### src/rtl/cond_unit.sv
// Condition-check unit: evaluates Cond against the architectural flags, gates write enables and updates the flags.
// Gating is combinational; flags, the M-stage write-enable register and the fail counter update on the clock edge, and Stall freezes all of them.
module cond_unit (
  input  logic        clk,
  input  logic        reset,
  input  logic [3:0]  Cond,
  input  logic [3:0]  ALUFlags,
  input  logic [1:0]  FlagW,
  input  logic        PCS,
  input  logic        RegW,
  input  logic        MemW,
  input  logic        Stall,
  input  logic        Flush,
  output logic        CondEx,
  output logic        PCSrc,
  output logic        RegWrite,
  output logic        MemWrite,
  output logic [3:0]  Flags,
  output logic        PCSrcM,
  output logic        RegWriteM,
  output logic        MemWriteM,
  output logic [15:0] CondFailCnt
);

  typedef enum logic [3:0] {
    COND_EQ = 4'b0000, COND_NE = 4'b0001, COND_CS = 4'b0010, COND_CC = 4'b0011,
    COND_MI = 4'b0100, COND_PL = 4'b0101, COND_VS = 4'b0110, COND_VC = 4'b0111,
    COND_HI = 4'b1000, COND_LS = 4'b1001, COND_GE = 4'b1010, COND_LT = 4'b1011,
    COND_GT = 4'b1100, COND_LE = 4'b1101, COND_AL = 4'b1110, COND_NV = 4'b1111
  } cond_e;

  logic [3:0]  r_flags;
  logic        r_pcsrc_m;
  logic        r_regwrite_m;
  logic        r_memwrite_m;
  logic [15:0] r_fail_cnt;

  logic        w_n, w_z, w_c, w_v;
  logic        w_cond_ex;
  logic        w_any_req;
  logic        w_count_fail;
  logic        w_ld_nz;
  logic        w_ld_cv;

  assign {w_n, w_z, w_c, w_v} = r_flags;

  // Evaluation uses only the registered flags; a flag-setter's result is seen next cycle.
  always_comb begin
    w_cond_ex = 1'b1;
    case (cond_e'(Cond))
      COND_EQ: w_cond_ex = w_z;
      COND_NE: w_cond_ex = ~w_z;
      COND_CS: w_cond_ex = w_c;
      COND_CC: w_cond_ex = ~w_c;
      COND_MI: w_cond_ex = w_n;
      COND_PL: w_cond_ex = ~w_n;
      COND_VS: w_cond_ex = w_v;
      COND_VC: w_cond_ex = ~w_v;
      COND_HI: w_cond_ex = w_c & ~w_z;
      COND_LS: w_cond_ex = ~w_c | w_z;
      COND_GE: w_cond_ex = (w_n == w_v);
      COND_LT: w_cond_ex = (w_n != w_v);
      COND_GT: w_cond_ex = ~w_z & (w_n == w_v);
      COND_LE: w_cond_ex = w_z | (w_n != w_v);
      default: w_cond_ex = 1'b1;
    endcase
  end

  assign w_any_req    = PCS | RegW | MemW | (|FlagW);
  assign w_count_fail = ~Stall & ~w_cond_ex & w_any_req;
  assign w_ld_nz      = FlagW[1] & w_cond_ex & ~Stall;
  assign w_ld_cv      = FlagW[0] & w_cond_ex & ~Stall;

  always_ff @(posedge clk or posedge reset) begin
    if (reset) begin
      r_flags <= 4'b0000;
    end else begin
      if (w_ld_nz) r_flags[3:2] <= ALUFlags[3:2];
      if (w_ld_cv) r_flags[1:0] <= ALUFlags[1:0];
    end
  end

  // Flush outranks Stall so a stalled bubble is still cleared.
  always_ff @(posedge clk or posedge reset) begin
    if (reset) begin
      r_pcsrc_m    <= 1'b0;
      r_regwrite_m <= 1'b0;
      r_memwrite_m <= 1'b0;
    end else if (Flush) begin
      r_pcsrc_m    <= 1'b0;
      r_regwrite_m <= 1'b0;
      r_memwrite_m <= 1'b0;
    end else if (!Stall) begin
      r_pcsrc_m    <= PCS  & w_cond_ex;
      r_regwrite_m <= RegW & w_cond_ex;
      r_memwrite_m <= MemW & w_cond_ex;
    end
  end

  always_ff @(posedge clk or posedge reset) begin
    if (reset) begin
      r_fail_cnt <= 16'h0000;
    end else if (w_count_fail && (r_fail_cnt != 16'hFFFF)) begin
      r_fail_cnt <= r_fail_cnt + 16'h0001;
    end
  end

  assign CondEx      = w_cond_ex;
  assign PCSrc       = PCS  & w_cond_ex;
  assign RegWrite    = RegW & w_cond_ex;
  assign MemWrite    = MemW & w_cond_ex;
  assign Flags       = r_flags;
  assign PCSrcM      = r_pcsrc_m;
  assign RegWriteM   = r_regwrite_m;
  assign MemWriteM   = r_memwrite_m;
  assign CondFailCnt = r_fail_cnt;

endmodule

### config.mk
export PLATFORM = sky130hd
export DESIGN_NAME = cond_unit
export DESIGN_NICKNAME = d
export VERILOG_FILES = /design/src/rtl/cond_unit.sv
export SDC_FILE = /design/constraint.sdc
export NUM_CORES = 1
export LEC_CHECK = 0
export BUFFER_PORTS_ARGS = -buffer_cell sky130_fd_sc_hd__buf_2
export CORE_MARGIN = 2
export CORE_UTILIZATION = 43
export DETAILED_ROUTE_END_ITERATION = 7
export PLACE_DENSITY = 0.68
export SETUP_SLACK_MARGIN = 0.1
export SLEW_MARGIN = 20
export SYNTH_ARGS = -nofsm -noshare
export SYNTH_HDL_FRONTEND = slang
export SYNTH_SLANG_ARGS = --single-unit
### constraint.sdc
create_clock -name clk -period 2.17 [get_ports clk]
set_input_delay 0.1085 -clock clk [delete_from_list [all_inputs] [get_ports clk]]
set_output_delay 0.1085 -clock clk [all_outputs]
set_load 0.01 [all_outputs]
==> flow_summary.toml, run 1 <==
[cts]
clockRootBuffer = "clkbuf_4"
cts.reportedPaths.clkPinSlew_ps = 120
clock_latency_ps = 310
numCtsBuffers = 3
cts_tree = "built"
clockBufferDepth = 2
cts_htree_levels = 1
cts.sinks = 23

[finish]
nFillCells = 233
layout-drive-gt1-share = 0.516
final_nets = 201
layoutNonFillerInstCount = 213
multiInputGateArea_sq_um = 766
antenna_cells = 0
final_common_cell = "buf_2"
ff_latch_area_sq_um = 576
final_cell_mix = "buf_2 (41), dfrtp_1 (23), xor2_1 (15), buf_4 (14), nor3_2 (8)"
area_delta_synth_final_pct = 43.9

[drt]
vias_per_cell = 5.45
drt-wirelength-per-cell_um = 14.2
drt_iter0_drc = 24
remaining_drc_errors = 0
vias = 1161
firstDrtPassIters = 4
ant_nets = 0
wl_um = 3020

[sta]
fin_crit_sh = 0.967
tns_ps = 0
rsz0062_at_grt = "yes"
maxSlewViolCount = 0
holdWs_ps = 19.9
setup_viol = 0
worst_pin_slew_ps = 873
period_needed_ps = 2100
max_freq_ghz = 0.477
slew_headroom = 0.417
skew_ps = 2.37
hold_viol = 0

[pwr]
p_leak_nw = 0.922
peakVddDrop_mv = 0.998
p_per_area_nw_per_um2 = 985

[floorplanning]
die_area_sq_um = 3390
die-width_um = 58.2
start_util = 0.455
placementRows = 19
coreArea_sq_um = 2780
ios = 44
die_h_um = 58.2

[synth]
synth_top_area_frac = 0.455
syn_avg_cell_area_sq_um = 10.8
syn_area_sq_um = 1260
synth-seq-cells = 23
syn_inst = 117
seq_area_frac_synth = 0.455
synth_nets = 135
synth_cell_type_count = 32
yosysTopAreaCell = "dfrtp_1"
yosysWarningCount = 0
synth.area.top_cells = "dfrtp_1 (45%), xor2_1 (10%), nor4_2 (4.0%)"

[global_routing]
grt_max_degree = 24
overflow = 0
antenna_found_initial = 0
grtUsageTotal = 0.185
grt_pass1_wl_um = 4830
grt_pass1_vias = 1152

[run_status]
status = "finished, final reports clean"

[setup_path]
crit_required_ps = 2380
crit_type = "reg2reg"
cp-end-kind = "flip-flop"
startpoint_type = "flip-flop"
cp_slowest_cell = "dfrtp_1"
cpPeakStageDelay_ps = 440
critical_path.max_fanout = 4
path_cells = "and3b_1 > a22oi_2 > xor2_1 > o311ai_4 > buf_6 > buf_4 > nand3b_1 > mux2_4"
crit_arrival_ps = 2310
worstReg2RegStart = "Flags[2]$_DFFE_PP0P_"
crit_start = "Flags[2]$_DFFE_PP0P_"

[min_path]
hold_class = "in2reg"
hp-start = "ALUFlags[0]"

[placement]
port_buffers = 43
placedCellCount = 194
gp_congestion = 0.769
dp_hpwl_um = 2020

[flow_run]
maxCapViolations = 0
## metrics by stage
stage	power, mW	worst slack [ps]	utilization	area, sq um
floorplan	1.02	232	-	1260
global placement	1.23	284	0.554	1540
detailed placement	1.25	149	0.554	1540
CTS	1.67	47.5	0.614	1710
global route	1.91	-14.2	0.655	1820
finish	1.79	71.6	0.655	1820
## power breakdown
| group | total [mW] | internal, mW | switching [mW] | leakage [nW] |
|---|---|---|---|---|
| Clock | 0.201 | 0.0718 | 0.129 | 0.0150 |
| Sequential | 0.645 | 0.529 | 0.116 | 0.298 |
| Combinational | 0.947 | 0.522 | 0.425 | 0.609 |
| Total | 1.79 | 1.12 | 0.670 | 0.922 |
## Yosys cell counts (all sizes together)
master  number
inv          4
nand3        7
nor3         8
a22oi        2
mux2         5
or3          1
xnor2        4
and4         1
or2          2
and3b        1
nand3b       3
a22o         3
or4          1
xor2        15
nand2        5
o311ai       2
nor2b        3
nor4         4
buf          2
nor3b        1
and2         3
nor2         7
nor4b        1
o21ai        1
nand4        5
mux2i        2
dfrtp       23
ha           1
## worst paths after layout
kind	slack [ps]	cells past startpoint	end
max	70	8	Flags[2]$_DFFE_PP0P_
min	20	2	Flags[0]$_DFFE_PP0P_
max reg2reg	70	8	Flags[2]$_DFFE_PP0P_
min reg2reg	500	1	CondFailCnt[8]$_DFFE_PP0P_
max in group asynchronous	1140	3	CondFailCnt[0]$_DFFE_PP0P_
min in group asynchronous	500	3	PCSrcM$_DFFE_PP0P_
## critical path, delay by kind of cell, from the launching register on
family	cells	cell delay, ps
AOI/OAI and AO/OA	2	400
xor gates and xnor gates	1	180
buffers and inverters	2	270
DFF	1	440
muxes	1	330
and+or+nand+nor	2	380
## sequential cells by signal, summed over array words and instances, names as in the netlist
| name | cells |
|---|---|
| Flags | 4 |
| MemWriteM | 1 |
| CondFailCnt | 16 |
| PCSrcM | 1 |
| RegWriteM | 1 |
## kinds of logic after synthesis
kind of cell | count (synthesis) | share of synthesized area
flops | 23 | 0.455
buf+inv | 6 | 0.0247
simple gates | 53 | 0.259
fa+ha+maj | 1 | 0.00989
xor+xnor | 19 | 0.132
mux | 7 | 0.0603
compound gates | 8 | 0.0594
## repair_timing
action / CTS / global route
gates cloned: 0 / 1
hold buffers: 1 / 0
resized for setup: 9 / 20
pin swaps: 3 / 8
endpoints found under the setup margin: 4 / 22
endpoints found under the hold margin: 23 / 0
setup buffers: 12 / 2
## layer usage
metal	vias up	GRT usage	part of all wire	wire, um
li1	548	-	-	-
met1	569	0.217	0.43	1290
met2	39	0.338	0.52	1560
met3	5	0.0268	0.041	125
met4	0	0.0698	0.013	40
met5	-	0	0	0
## cell type report
| class | count | area share |
|---|---|---|
| clock buffer | 4 | 0.0144 |
| inverter | 4 | 0.00825 |
| multi-input combinational | 88 | 0.421 |
| sequential | 23 | 0.316 |
| tap | 31 | 0.0213 |
| timing repair buffer | 63 | 0.219 |
Power figures use the tool's default switching activity.
==> run 2: changes to the inputs <==
- CORE_ASPECT_RATIO: unset -> 0.9
==> flow_summary.toml, run 2 (same netlist as run 1, synthesis figures left out) <==
[drt]
drt_iter0_drc = 26
firstDrtPassIters = 4
remaining_drc_errors = 0
drt-wirelength-per-cell_um = 12.8
vias = 1127
vias_per_cell = 5.19
wl_um = 2770
ant_nets = 0

[sta]
skew_ps = 2.70
fin_crit_sh = 0.946
maxSlewViolCount = 0
hold_viol = 0
worst_pin_slew_ps = 860
period_needed_ps = 2050
rsz0062_at_grt = "yes"
slew_headroom = 0.426
setup_viol = 0
setup_slack_ps = 117
max_freq_ghz = 0.487

[flow_run]
maxCapViolations = 0

[setup_path]
crit_type = "reg2out"
cp_slowest_cell = "dfrtp_1"
startpoint_type = "flip-flop"
crit_required_ps = 2060
crit_arrival_ps = 1940
cp-end-kind = "output pin"
path_cells = "and3b_1 > a22oi_2 > xor2_1 > o311ai_2 > buf_4 > and2_4 > buf_6"
cpPeakStageDelay_ps = 430
critical_path.max_fanout = 4

[pwr]
peakVddDrop_mv = 0.590
p_seq_frac = 0.396
switchingPower_mw = 0.600
netSwitchingFraction = 0.366
power_frac_comb = 0.485
pwr-share-clk = 0.119
p_leak_nw = 0.883
internal_power_mw = 1.04
p_per_area_nw_per_um2 = 946

[global_routing]
grt_max_degree = 24
antenna_found_initial = 0
overflow = 0
grt_pass1_vias = 1062
grt_pass1_wl_um = 4610
grtUsageTotal = 0.174

[finish]
layoutNonFillerInstCount = 217
layout-drive-gt1-share = 0.435
utilization = 0.626
antenna_cells = 0
largest_reg_flops = 16
final_common_cell = "buf_2"
nFillCells = 235
area_delta_synth_final_pct = 37.2
final_nets = 196
final_cell_mix = "buf_2 (39), dfrtp_1 (23), xor2_1 (15), buf_4 (10), nor3_1 (8)"

[placement]
pre_cts_slack_ps = 206
gp_congestion = 0.813
port_buffers = 43
dp_hpwl_um = 2010
placedCellCount = 203

[floorplanning]
die_area_sq_um = 3390
coreArea_sq_um = 2770
die_h_um = 55.5
placementRows = 18
ios = 44
start_util = 0.457
die-width_um = 61.2

[cts]
clockBufferDepth = 2
cts_htree_levels = 1
cts.sinks = 23
clock_latency_ps = 310
numCtsBuffers = 3
cts.reportedPaths.clkPinSlew_ps = 120
clockRootBuffer = "clkbuf_4"
cts_tree = "built"

[min_path]
hold_class = "in2reg"

[run_status]
status = "finished, final reports clean"
-- run 2: cell count changes in the layout (fill, tap and decap cells not counted), sizes merged --
cell,delta
buf,-7
dlygate4sd3,+2
-- run 2: area by class of cell --
type | instances | area, sq um | share of cell area
Clock buffer | 4 | 26.3 | 0.0151
Inverter | 4 | 15.0 | 0.00865
Multi-Input combinational cell | 88 | 701 | 0.404
Sequential cell | 23 | 576 | 0.332
Tap cell | 40 | 50.0 | 0.0288
Timing Repair Buffer | 58 | 368 | 0.212
-- run 2: critical path: cells and delay by family, from the launching register on --
kind	cells	cell delay, ps
DFF	1	430
and+or+nand+nor	2	370
AOI/OAI and AO/OA	2	370
xor gates and xnor gates	1	170
buffers and inverters	2	280
-- run 2: power groups by stage --
stage	registers [mW]	logic [mW]	clock network, mW
2_1_floorplan	0.689	0.336	0
3_5_place_dp	0.660	0.590	0
6_report	0.650	0.796	0.195
3_3_place_gp	0.651	0.578	0
4_1_cts	0.648	0.714	0.204
5_1_grt	0.668	0.866	0.238
-- run 2: worst paths after layout --
check                                            start                          end  slack [ps]  cells after the start
hold / removal                             ALUFlags[0]         Flags[0]$_DFFE_PP0P_          30                      2
hold reg to reg            CondFailCnt[11]$_DFFE_PP0P_  CondFailCnt[11]$_DFFE_PP0P_         490                      1
setup reg to reg                  Flags[2]$_DFFE_PP0P_         Flags[1]$_DFFE_PP0P_         130                      8
max in group asynchronous                        reset  CondFailCnt[14]$_DFFE_PP0P_        1140                      3
setup / recovery                  Flags[2]$_DFFE_PP0P_                     RegWrite         120                      7
min in group asynchronous                        reset   CondFailCnt[6]$_DFFE_PP0P_         510                      3
-- run 2: repair_timing --
action / 4_1_cts / 5_1_grt
gates cloned: 0 / 0
pin swaps: 4 / 7
hold buffers: 2 / 1
resized for setup: 7 / 9
hold endpoints to repair: 24 / 1
setup endpoints to repair: 4 / 16
buffers inserted: 5 / 2
-- run 2: layer usage --
layer,GRT usage,share of wire,vias to the layer above
met5,0,0,-
met4,0.0559,0.0097,0
met3,0.0304,0.047,4
met2,0.290,0.51,34
met1,0.224,0.43,541
li1,-,-,548
-- run 2: stage by stage --
stage / TNS [ps] / hold WS (ps) / cell area, sq um / power [mW]
after CTS: 0 / 16.0 / 1670 / 1.57
after global routing: -117 / -6.88 / 1740 / 1.77
after detailed placement: 0 / 325 / 1550 / 1.25
after floorplan: 0 / 110 / 1260 / 1.02
final: 0 / 29.9 / 1740 / 1.64
after global placement: 0 / 323 / 1550 / 1.23
==> run 3: changes to the inputs <==
- clock period: 2.17 -> 1.9 ns (I/O delays scaled with it)
==> flow_summary.toml, run 3 (same netlist as run 1, synthesis figures left out) <==
[run_status]
status = "finished with violations"
violations = "negative setup slack"

[flow_run]
maxCapViolations = 0

[floorplanning]
die-width_um = 61.2
coreArea_sq_um = 2770
die_h_um = 55.5
die_area_sq_um = 3390
start_util = 0.457
ios = 44
placementRows = 18

[sta]
skew_ps = 8.46
worst_pin_slew_ps = 589
maxSlewViolCount = 0
slew_headroom = 0.601
tns_ps = -2050
setup_viol = 27
period_needed_ps = 2070
rsz0062_at_grt = "yes"
max_freq_ghz = 0.483
hold_viol = 0
setup_slack_ps = -169
fin_crit_sh = 1.09
holdWs_ps = 2.05

[drt]
drt_iter0_drc = 61
ant_nets = 0
wl_um = 3530
vias = 1229
drt-wirelength-per-cell_um = 14.9
remaining_drc_errors = 0
firstDrtPassIters = 4
vias_per_cell = 5.21

[finish]
final_cell_mix = "buf_2 (39), dfrtp_1 (23), buf_4 (17), xor2_1 (15), buf_6 (15)"
layout-drive-gt1-share = 0.546
antenna_cells = 0
utilization = 0.757
area_delta_synth_final_pct = 65.7
final_common_cell = "buf_2"
multiInputGateArea_sq_um = 862
nFillCells = 193
largest_reg_flops = 16
final_nets = 215
fin_area_sq_um = 2100
ff_latch_area_sq_um = 576

[placement]
port_buffers = 43
dp_hpwl_um = 2200
gp_congestion = 0.750
place_area_sq_um = 1620

[cts]
cts.reportedPaths.clkPinSlew_ps = 120
clock_latency_ps = 320
cts_htree_levels = 1
numCtsBuffers = 3
clockRootBuffer = "clkbuf_4"
cts.sinks = 23
cts_tree = "built"
clockBufferDepth = 2

[setup_path]
crit_family = "flip-flops"
cp_num_buf_inv = 2
cp_slowest_cell = "dfrtp_1"
critical_path.max_fanout = 6
path_cells = "xnor2_2 > a22oi_2 > xor2_1 > o311ai_2 > buf_4 > and2_4 > buf_6"
reg2reg_depth = 9
crit_type = "reg2out"
cp.depth = 7
cp-end-kind = "output pin"
cpPeakStageDelay_ps = 440
crit_arrival_ps = 1970
crit_required_ps = 1800
startpoint_type = "flip-flop"

[pwr]
netSwitchingFraction = 0.371
peakVddDrop_mv = 0.787
switchingPower_mw = 0.873
p_total_mw = 2.35
p_per_area_nw_per_um2 = 1120
p_leak_nw = 1.09
power_frac_comb = 0.596
internal_power_mw = 1.48
pwr-share-clk = 0.096
p_seq_frac = 0.308

[global_routing]
grtUsageTotal = 0.211
grt_max_degree = 24
grt_pass1_vias = 1222
grt_pass1_wl_um = 5440
antenna_found_initial = 0
overflow = 0

[min_path]
hold_class = "in2reg"
min_delay_path_depth = 2
==> run 3: changes by cell type in the layout (fill, tap and decap cells not counted), sizes merged <==
cell	previous run	this run
buf	55	73
dlygate4sd3	3	4
==> run 3: worst register-to-register path, delay by kind of cell, from the launching register on <==
kind / cells / cell delay (ps)
simple gates: 3 / 550
compound gates: 2 / 340
flops: 1 / 440
buf+inv: 3 / 420
xor+xnor: 1 / 170
==> run 3: path summary, 6_finish.rpt <==
path / start / end / slack (ps)
setup / recovery: Flags[0]$_DFFE_PP0P_ / MemWrite / -170
min in group asynchronous: reset / Flags[3]$_DFFE_PP0P_ / 360
hold reg to reg: MemWriteM$_DFFE_PP0P_ / MemWriteM$_DFFE_PP0P_ / 510
max in group asynchronous: reset / CondFailCnt[7]$_DFFE_PP0P_ / 1310
hold / removal: ALUFlags[1] / Flags[1]$_DFFE_PP0P_ / 2
setup reg to reg: Flags[0]$_DFFE_PP0P_ / RegWriteM$_DFFE_PP0P_ / -130
==> run 3: final cells by class <==
type                       count  area share
clock buffer                   4      0.0125
inverter                       4     0.00716
multi-input combinational     88       0.411
sequential                    23       0.275
tap                           40      0.0239
timing repair buffer          77       0.270
==> run 3: power groups by stage <==
stage / Combinational [mW] / Clock [mW] / Sequential (mW)
final: 1.40 / 0.227 / 0.723
after global routing: 1.49 / 0.252 / 0.739
after CTS: 1.17 / 0.226 / 0.718
after detailed placement: 0.820 / 0 / 0.716
after global placement: 0.798 / 0 / 0.703
after floorplan: 0.384 / 0 / 0.787
==> run 3: routing by layer <==
| metal | up-vias | global-route usage | wire (um) |
|---|---|---|---|
| met5 | - | 0 | 0 |
| met4 | 0 | 0.0745 | 38 |
| met3 | 4 | 0.0328 | 165 |
| met2 | 39 | 0.372 | 1960 |
| met1 | 609 | 0.251 | 1370 |
| li1 | 577 | - | - |
==> run 3: through the flow <==
step	setup slack, ps	instances
2_1_floorplan	8.34	117
3_3_place_gp	-16.1	211
3_5_place_dp	-65.8	211
4_1_cts	-159	226
5_1_grt	-285	236
6_report	-169	236
==> run 3: timing repair <==
action                                 in CTS  in global routing
cloned                                      1                  0
setup buffers                               8                  8
endpoints found under the hold margin      24                  2
gates resized for setup                    41                 17
hold buffers                                2                  2
setup endpoints to repair                  27                 27
pin swaps                                  25                 17
